--- config.mk ---
export PLATFORM = sky130hd
export DESIGN_NAME = booth_mult_share_ctrl_flat
export DESIGN_NICKNAME = d
export VERILOG_FILES = /design/src/rtl/booth_share_pkg.sv /design/src/rtl/booth_mult_share_ctrl_if.sv /design/src/rtl/rr_pick.sv /design/src/rtl/booth_mult_share_ctrl.sv /design/src/flat_wrapper.sv
export SDC_FILE = /design/constraint.sdc
export NUM_CORES = 1
export LEC_CHECK = 0
export BUFFER_PORTS_ARGS = -buffer_cell sky130_fd_sc_hd__buf_4
export CORE_MARGIN = 5
export CORE_UTILIZATION = 45
export CTS_CLUSTER_DIAMETER = 120
export CTS_CLUSTER_SIZE = 25
export DETAILED_ROUTE_END_ITERATION = 8
export PLACE_DENSITY = 0.76
export REMOVE_ABC_BUFFERS = 1
export SLEW_MARGIN = 20
export SYNTH_ARGS = -nofsm -noshare
export SYNTH_HDL_FRONTEND = slang
export SYNTH_SLANG_ARGS = --single-unit
--- constraint.sdc ---
create_clock -name clk -period 4.5 [get_ports clk]
set_clock_uncertainty 0.05 [all_clocks]
set_input_delay 0.9 -clock clk [delete_from_list [all_inputs] [get_ports clk]]
set_output_delay 0.9 -clock clk [all_outputs]
set_load 0.05 [all_outputs]
--- src/rtl/booth_share_pkg.sv ---
// Shared constants for the booth multiplier sharing controller:
// FSM state encodings, default sizing and a constant-friendly clog2.
package booth_share_pkg;

    localparam int DEF_N_REQ   = 4;
    localparam int DEF_DW      = 8;
    localparam int DEF_TIMEOUT = 63;

    localparam logic [2:0] ST_IDLE = 3'd0;
    localparam logic [2:0] ST_RUN  = 3'd1;
    localparam logic [2:0] ST_RESP = 3'd2;
    localparam logic [2:0] ST_ERR  = 3'd3;
    localparam logic [2:0] ST_GAP  = 3'd4;

    function automatic int clog2(input int value);
        int result;
        result = 0;
        while ((1 << result) < value) begin
            result = result + 1;
        end
        return result;
    endfunction

endpackage

--- src/rtl/booth_mult_share_ctrl_if.sv ---
// Requester and multiplier signals of the sharing controller; the controller
// uses the slave view, the surrounding system the master view.
interface booth_mult_share_ctrl_if
    import booth_share_pkg::*;
#(
    parameter int N_REQ = DEF_N_REQ,
    parameter int DW    = DEF_DW
);

    logic [N_REQ-1:0]    req_valid;
    logic [N_REQ*DW-1:0] req_a;
    logic [N_REQ*DW-1:0] req_b;
    logic [N_REQ-1:0]    req_ready;
    logic [N_REQ-1:0]    rsp_valid;
    logic [2*DW-1:0]     rsp_product;
    logic                rsp_err;
    logic                busy;
    logic                mul_start;
    logic [DW-1:0]       mul_a;
    logic [DW-1:0]       mul_b;
    logic                mul_done;
    logic [2*DW-1:0]     mul_product;

    modport slave (
        input  req_valid, req_a, req_b, mul_done, mul_product,
        output req_ready, rsp_valid, rsp_product, rsp_err, busy,
               mul_start, mul_a, mul_b
    );

    modport master (
        output req_valid, req_a, req_b, mul_done, mul_product,
        input  req_ready, rsp_valid, rsp_product, rsp_err, busy,
               mul_start, mul_a, mul_b
    );

endinterface

--- src/rtl/rr_pick.sv ---
// Combinational round-robin search: first set request bit at or above ptr,
// wrapping past N_REQ-1 back to 0.
module rr_pick
    import booth_share_pkg::*;
#(
    parameter int N_REQ = DEF_N_REQ,
    parameter int PW    = clog2(N_REQ)
) (
    input  logic [N_REQ-1:0] req,
    input  logic [PW-1:0]    ptr,
    output logic             any,
    output logic [PW-1:0]    idx
);

    // Walk the offsets downward so the smallest offset from ptr wins.
    always_comb begin
        any = |req;
        idx = '0;
        for (int i = N_REQ - 1; i >= 0; i--) begin
            if (req[(int'(ptr) + i) % N_REQ]) begin
                idx = PW'((int'(ptr) + i) % N_REQ);
            end
        end
    end

endmodule

--- src/rtl/booth_mult_share_ctrl.sv ---
// Arbitrates N_REQ requesters onto one booth multiplier, sequences its
// start/done handshake and aborts via a watchdog if it never answers.
module booth_mult_share_ctrl
    import booth_share_pkg::*;
#(
    parameter int N_REQ   = DEF_N_REQ,
    parameter int DW      = DEF_DW,
    parameter int TIMEOUT = DEF_TIMEOUT
) (
    input logic                    clk,
    input logic                    rst_n,
    booth_mult_share_ctrl_if.slave bus
);

    localparam int PW = clog2(N_REQ);
    localparam int WW = clog2(TIMEOUT + 1);

    logic [2:0]       state_q, state_d;
    logic [PW-1:0]    rr_ptr_q, rr_ptr_d;
    logic [PW-1:0]    grant_q, grant_d;
    logic [WW-1:0]    wdog_q, wdog_d;
    logic [2*DW-1:0]  prod_q, prod_d;
    logic [N_REQ-1:0] req_ready_q, req_ready_d;
    logic [N_REQ-1:0] rsp_valid_q, rsp_valid_d;
    logic [2*DW-1:0]  rsp_product_q, rsp_product_d;
    logic             rsp_err_q, rsp_err_d;
    logic             busy_q, busy_d;
    logic             mul_start_q, mul_start_d;
    logic [DW-1:0]    mul_a_q, mul_a_d;
    logic [DW-1:0]    mul_b_q, mul_b_d;

    logic             pick_any;
    logic [PW-1:0]    pick_idx;
    logic [WW-1:0]    wdog_inc;

    rr_pick #(
        .N_REQ (N_REQ),
        .PW    (PW)
    ) u_rr_pick (
        .req (bus.req_valid),
        .ptr (rr_ptr_q),
        .any (pick_any),
        .idx (pick_idx)
    );

    // The watchdog value compared includes the current RUN cycle, so
    // mul_start stays high for at most TIMEOUT cycles.
    assign wdog_inc = wdog_q + 1'b1;

    always_comb begin
        state_d       = state_q;
        rr_ptr_d      = rr_ptr_q;
        grant_d       = grant_q;
        wdog_d        = wdog_q;
        prod_d        = prod_q;
        req_ready_d   = '0;
        rsp_valid_d   = '0;
        rsp_product_d = rsp_product_q;
        rsp_err_d     = 1'b0;
        mul_start_d   = mul_start_q;
        mul_a_d       = mul_a_q;
        mul_b_d       = mul_b_q;

        case (state_q)
            ST_IDLE: begin
                if (pick_any) begin
                    grant_d               = pick_idx;
                    mul_a_d               = bus.req_a[pick_idx*DW +: DW];
                    mul_b_d               = bus.req_b[pick_idx*DW +: DW];
                    req_ready_d[pick_idx] = 1'b1;
                    mul_start_d           = 1'b1;
                    wdog_d                = '0;
                    rr_ptr_d              = (pick_idx == PW'(N_REQ - 1)) ? '0 : pick_idx + 1'b1;
                    state_d               = ST_RUN;
                end
            end
            ST_RUN: begin
                wdog_d = wdog_inc;
                if (bus.mul_done) begin
                    prod_d      = bus.mul_product;
                    mul_start_d = 1'b0;
                    state_d     = ST_RESP;
                end else if (wdog_inc == WW'(TIMEOUT)) begin
                    mul_start_d = 1'b0;
                    state_d     = ST_ERR;
                end
            end
            ST_RESP: begin
                rsp_valid_d[grant_q] = 1'b1;
                rsp_product_d        = prod_q;
                mul_start_d          = 1'b0;
                state_d              = ST_GAP;
            end
            ST_ERR: begin
                rsp_valid_d[grant_q] = 1'b1;
                rsp_product_d        = '0;
                rsp_err_d            = 1'b1;
                mul_start_d          = 1'b0;
                state_d              = ST_GAP;
            end
            ST_GAP: begin
                mul_start_d = 1'b0;
                if (!bus.mul_done) begin
                    state_d = ST_IDLE;
                end
            end
            default: begin
                mul_start_d = 1'b0;
                state_d     = ST_IDLE;
            end
        endcase

        busy_d = (state_d != ST_IDLE);
    end

    always_ff @(posedge clk or negedge rst_n) begin
        if (!rst_n) begin
            state_q       <= ST_IDLE;
            rr_ptr_q      <= '0;
            grant_q       <= '0;
            wdog_q        <= '0;
            prod_q        <= '0;
            req_ready_q   <= '0;
            rsp_valid_q   <= '0;
            rsp_product_q <= '0;
            rsp_err_q     <= 1'b0;
            busy_q        <= 1'b0;
            mul_start_q   <= 1'b0;
            mul_a_q       <= '0;
            mul_b_q       <= '0;
        end else begin
            state_q       <= state_d;
            rr_ptr_q      <= rr_ptr_d;
            grant_q       <= grant_d;
            wdog_q        <= wdog_d;
            prod_q        <= prod_d;
            req_ready_q   <= req_ready_d;
            rsp_valid_q   <= rsp_valid_d;
            rsp_product_q <= rsp_product_d;
            rsp_err_q     <= rsp_err_d;
            busy_q        <= busy_d;
            mul_start_q   <= mul_start_d;
            mul_a_q       <= mul_a_d;
            mul_b_q       <= mul_b_d;
        end
    end

    assign bus.req_ready   = req_ready_q;
    assign bus.rsp_valid   = rsp_valid_q;
    assign bus.rsp_product = rsp_product_q;
    assign bus.rsp_err     = rsp_err_q;
    assign bus.busy        = busy_q;
    assign bus.mul_start   = mul_start_q;
    assign bus.mul_a       = mul_a_q;
    assign bus.mul_b       = mul_b_q;

endmodule

--- src/flat_wrapper.sv ---
// flat-port wrapper written by rule: the top's interface ports become plain ports
module booth_mult_share_ctrl_flat import booth_share_pkg::*;
#(
    parameter int N_REQ   = DEF_N_REQ,
    parameter int DW      = DEF_DW,
    parameter int TIMEOUT = DEF_TIMEOUT
)
  (clk, rst_n, bus_req_valid, bus_req_a, bus_req_b, bus_mul_done, bus_mul_product, bus_req_ready, bus_rsp_valid, bus_rsp_product, bus_rsp_err, bus_busy, bus_mul_start, bus_mul_a, bus_mul_b);
  booth_mult_share_ctrl_if #(.N_REQ(N_REQ), .DW(DW)) bus_i ();
  input logic clk;
  input logic rst_n;
  input wire logic [$bits(bus_i.req_valid)-1:0] bus_req_valid;
  input wire logic [$bits(bus_i.req_a)-1:0] bus_req_a;
  input wire logic [$bits(bus_i.req_b)-1:0] bus_req_b;
  input wire logic [$bits(bus_i.mul_done)-1:0] bus_mul_done;
  input wire logic [$bits(bus_i.mul_product)-1:0] bus_mul_product;
  output wire logic [$bits(bus_i.req_ready)-1:0] bus_req_ready;
  output wire logic [$bits(bus_i.rsp_valid)-1:0] bus_rsp_valid;
  output wire logic [$bits(bus_i.rsp_product)-1:0] bus_rsp_product;
  output wire logic [$bits(bus_i.rsp_err)-1:0] bus_rsp_err;
  output wire logic [$bits(bus_i.busy)-1:0] bus_busy;
  output wire logic [$bits(bus_i.mul_start)-1:0] bus_mul_start;
  output wire logic [$bits(bus_i.mul_a)-1:0] bus_mul_a;
  output wire logic [$bits(bus_i.mul_b)-1:0] bus_mul_b;
  assign bus_i.req_valid = bus_req_valid;
  assign bus_i.req_a = bus_req_a;
  assign bus_i.req_b = bus_req_b;
  assign bus_i.mul_done = bus_mul_done;
  assign bus_i.mul_product = bus_mul_product;
  assign bus_req_ready = bus_i.req_ready;
  assign bus_rsp_valid = bus_i.rsp_valid;
  assign bus_rsp_product = bus_i.rsp_product;
  assign bus_rsp_err = bus_i.rsp_err;
  assign bus_busy = bus_i.busy;
  assign bus_mul_start = bus_i.mul_start;
  assign bus_mul_a = bus_i.mul_a;
  assign bus_mul_b = bus_i.mul_b;
  booth_mult_share_ctrl #(.N_REQ(N_REQ), .DW(DW), .TIMEOUT(TIMEOUT)) u_core (.clk(clk), .rst_n(rst_n), .bus(bus_i));
endmodule
==> run metrics <==
Antenna Nets Post-Route=0; final slew viol count=0; Starting Density=between 40% and 50%; PortBufs=~130; ant diodes=0; Remaining DRCs=0; setup tns final=0 ns; Hold Buf Count CTS=0; Leakage=approximately 2.3 nW; Worst-Skew Late Latency=0.34 ns; Tmin final=2.727 ns; endpoint type of the worst setup path=flop; Reg2Reg Setup Slack=1.93 ns; critical path class=in2reg; post-CTS repair timing setup buffer count=0; via density per instance=roughly 5.3; CTS sink cnt=slightly above 70; post-DP HPWL=between 6 and 7 mm; I/O pins=130; synthesized area=between 3000 and 4000 µm²; H-tree levels=3; CP startpoint=bus_req_valid[0]; final critical-path share of the clock period=about three fifths; Yosys cell types=40; CTS tree=built; Die W=approximately 98 µm; final worst slack=between 1.5 and 2 ns; commonest non-fill, non-tap cell in the layout=buf_4; Post-Syn Instances=between 300 and 400; worst-case clock buffer depth=2; Fmax=about 370 MHz; Startpoint Class=input port; reg2reg end=u_core.bus.mul_b[6]$_DFFE_PN0P_; ranking of synthesized cells by area=dfrtp_1 (51%), nand2_1 (6.5%), o21ai_0 (5.6%), mux2_2 (5.1%), mux2i_1 (4.9%); post-CTS resize count=0; Hold Crit Class=reg2reg; P per Cell Area=around 740 nW/µm²; initial antenna violation count=0; Nets=549; Fillers=between 600 and 700; first-pass GRT wire length=around 15 mm; layout cells sized above 1=a little under two fifths; Initial DRC Count=between 90 and 100; Synth top area share=51.43%; die area=9650 µm²; status=finished clean; via count=around 3000; gr usage total=between 10% and 20%; CTS clk-pin slew, worst paths=0.07 ns; number of global-route vias before repair=around 3000; Synth area leader=dfrtp_1; sequential cell area fraction in the yosys report=between 50% and 60%; maximum fanout along the worst path=21; drt pass-1 iters=5; Max IR drop VDD=~0.35 mV; Die Ht=slightly below 100 µm; Area Overhead vs Synth=36.21%; Max-slew headroom=between 40% and 50%; total power=roughly 0.0035 W; synthesized area per cell=10.40 µm²; reg-to-reg startpoint=u_core.rr_ptr_q[1]$_DFFE_PN0P_; area post-placement=4504 µm²; Setup crit end=u_core.bus.mul_b[6]$_DFFE_PN0P_; final instance area=~4800 µm²; Worst Reg-to-Reg Cells=5; crit path DAT=2.92 ns; wire per inst=approximately 16 µm; Worst Tran Pin Value=between 0.8 and 0.9 ns; Yosys reg bits=72; GP Congestion=between 0.8 and 0.9; largest net degree at the start of global routing=73; Setup WS pre-CTS=about 1.4 ns; maxcap violations=0; RSZ-0062 raised after global routing=false; row cnt=32; Final Hold Viols=0; Req. time, crit path=4.69 ns; final WL=between 8 and 9 mm; core area=7647 µm²; Final setup viols=0; fin util=62.40%; synth warn=0; Overflow after GRT=0; clock buffer count from CTS=9; clock root cell=clkbuf_8; min-delay src=u_core.bus.rsp_product[3]$_DFFE_PN0P_; most frequent cells in the layout=buf_4 (130), dfrtp_1 (72), nand2_1 (61)
-- Yosys cell counts --
cell and count:
a21oi_1 3, nor2_1 6, mux2i_1 17, nand2_8 1, a211o_1 16, ha_1 6, and4b_1 1, inv_1 3
buf_4 4, buf_12 1, buf_2 5, buf_1 1, or3b_1 1, o21a_1 1, nor3_1 4, or3_1 2
o22ai_2 1, o21ai_0 39, a21boi_2 1, o31ai_2 1, clkbuf_1 10, o21ai_1 3, buf_6 1, nor3b_1 3
o22a_1 2, a31o_2 1, inv_2 1, o211ai_1 16, nand2_1 61, inv_8 1, nand3_1 23, o22ai_1 1
xor2_1 3, nand2b_1 1, a211oi_1 1, o41a_2 1, o41ai_2 1, dfrtp_1 72, mux2_2 16, and2_1 5
-- through the flow --
step / std cells / hold WS, ns
floorplan: 315 / 0.4080
global placement: 547 / 0.4142
detailed placement: 547 / 0.4239
CTS: 563 / 0.4411
global route: 563 / 0.4710
finish: 563 / 0.4360
-- final cells by class --
cell class | count | area, µm² | area share [%]
Clock buffer | 10 | 137.6 | 2.884
Clock inverter | 6 | 130.1 | 2.727
Inverter | 5 | 26.28 | 0.5506
Multi-Input combinational cell | 238 | 1573 | 32.96
Sequential cell | 72 | 1802 | 37.76
Tap cell | 102 | 127.6 | 2.674
Timing Repair Buffer | 130 | 975.9 | 20.45
-- routing by layer --
layer	global-route usage [%]	wire [µm]
met1	24.46	3837
met2	27.54	3852
met3	7.929	981
met4	6.092	116
met5	0	0
-- logic make-up (layout without fill, tap and decap cells) --
group | count (synthesis) | after routing | share of synthesized area [%]
AND/OR/NAND/NOR | 108 | 108 | 14.21
AO/OA/AOI/OAI | 88 | 88 | 17.07
flip-flops | 72 | 72 | 51.43
multiplexers | 33 | 33 | 10.00
buffers and inverters | 27 | 151 | 4.393
adder cells (fa/ha/maj) | 6 | 6 | 2.143
XOR/XNOR | 3 | 3 | 0.7501
-- flip-flops by register name, summed over array words and instances (netlist names) --
register / flops
u_core.wdog_q: 6
u_core.bus.mul_start: 1
u_core.grant_q: 2
u_core.prod_q: 16
u_core.bus.rsp_err: 1
u_core.bus.busy: 1
u_core.bus.rsp_valid: 4
u_core.state_q: 3
u_core.bus.req_ready: 4
u_core.bus.rsp_product: 16
u_core.bus.mul_a: 8
u_core.bus.mul_b: 8
u_core.rr_ptr_q: 2
-- critical path, stage by stage --
cell      delay [ns]
buf_4           0.13
a21oi_1         0.07
o21a_1          0.19
o22ai_2         0.67
nand2_1         0.60
o211ai_1        0.35
-- how the worst min path moves through the flow --
stage | end | slack, ns | depth (start not counted)
after floorplan | u_core.bus.rsp_valid[2]$_DFF_PN0_ | 0.41 | 1
after global placement | u_core.bus.rsp_product[13]$_DFFE_PN0P_ | 0.41 | 2
after detailed placement | u_core.bus.rsp_product[15]$_DFFE_PN0P_ | 0.42 | 2
after CTS | u_core.bus.rsp_product[15]$_DFFE_PN0P_ | 0.44 | 2
after global routing | u_core.prod_q[5]$_DFFE_PN0P_ | 0.47 | 1
final | u_core.bus.rsp_product[3]$_DFFE_PN0P_ | 0.44 | 2
-- power breakdown --
part / internal, W / switching, W / leakage [nW]
combinational: 0.000604 / 0.00115 / 1.23
clock: 0.000438 / 0.000233 / 0.136
sequential: 0.000916 / 0.000173 / 0.913
Power figures use the tool's default switching activity.
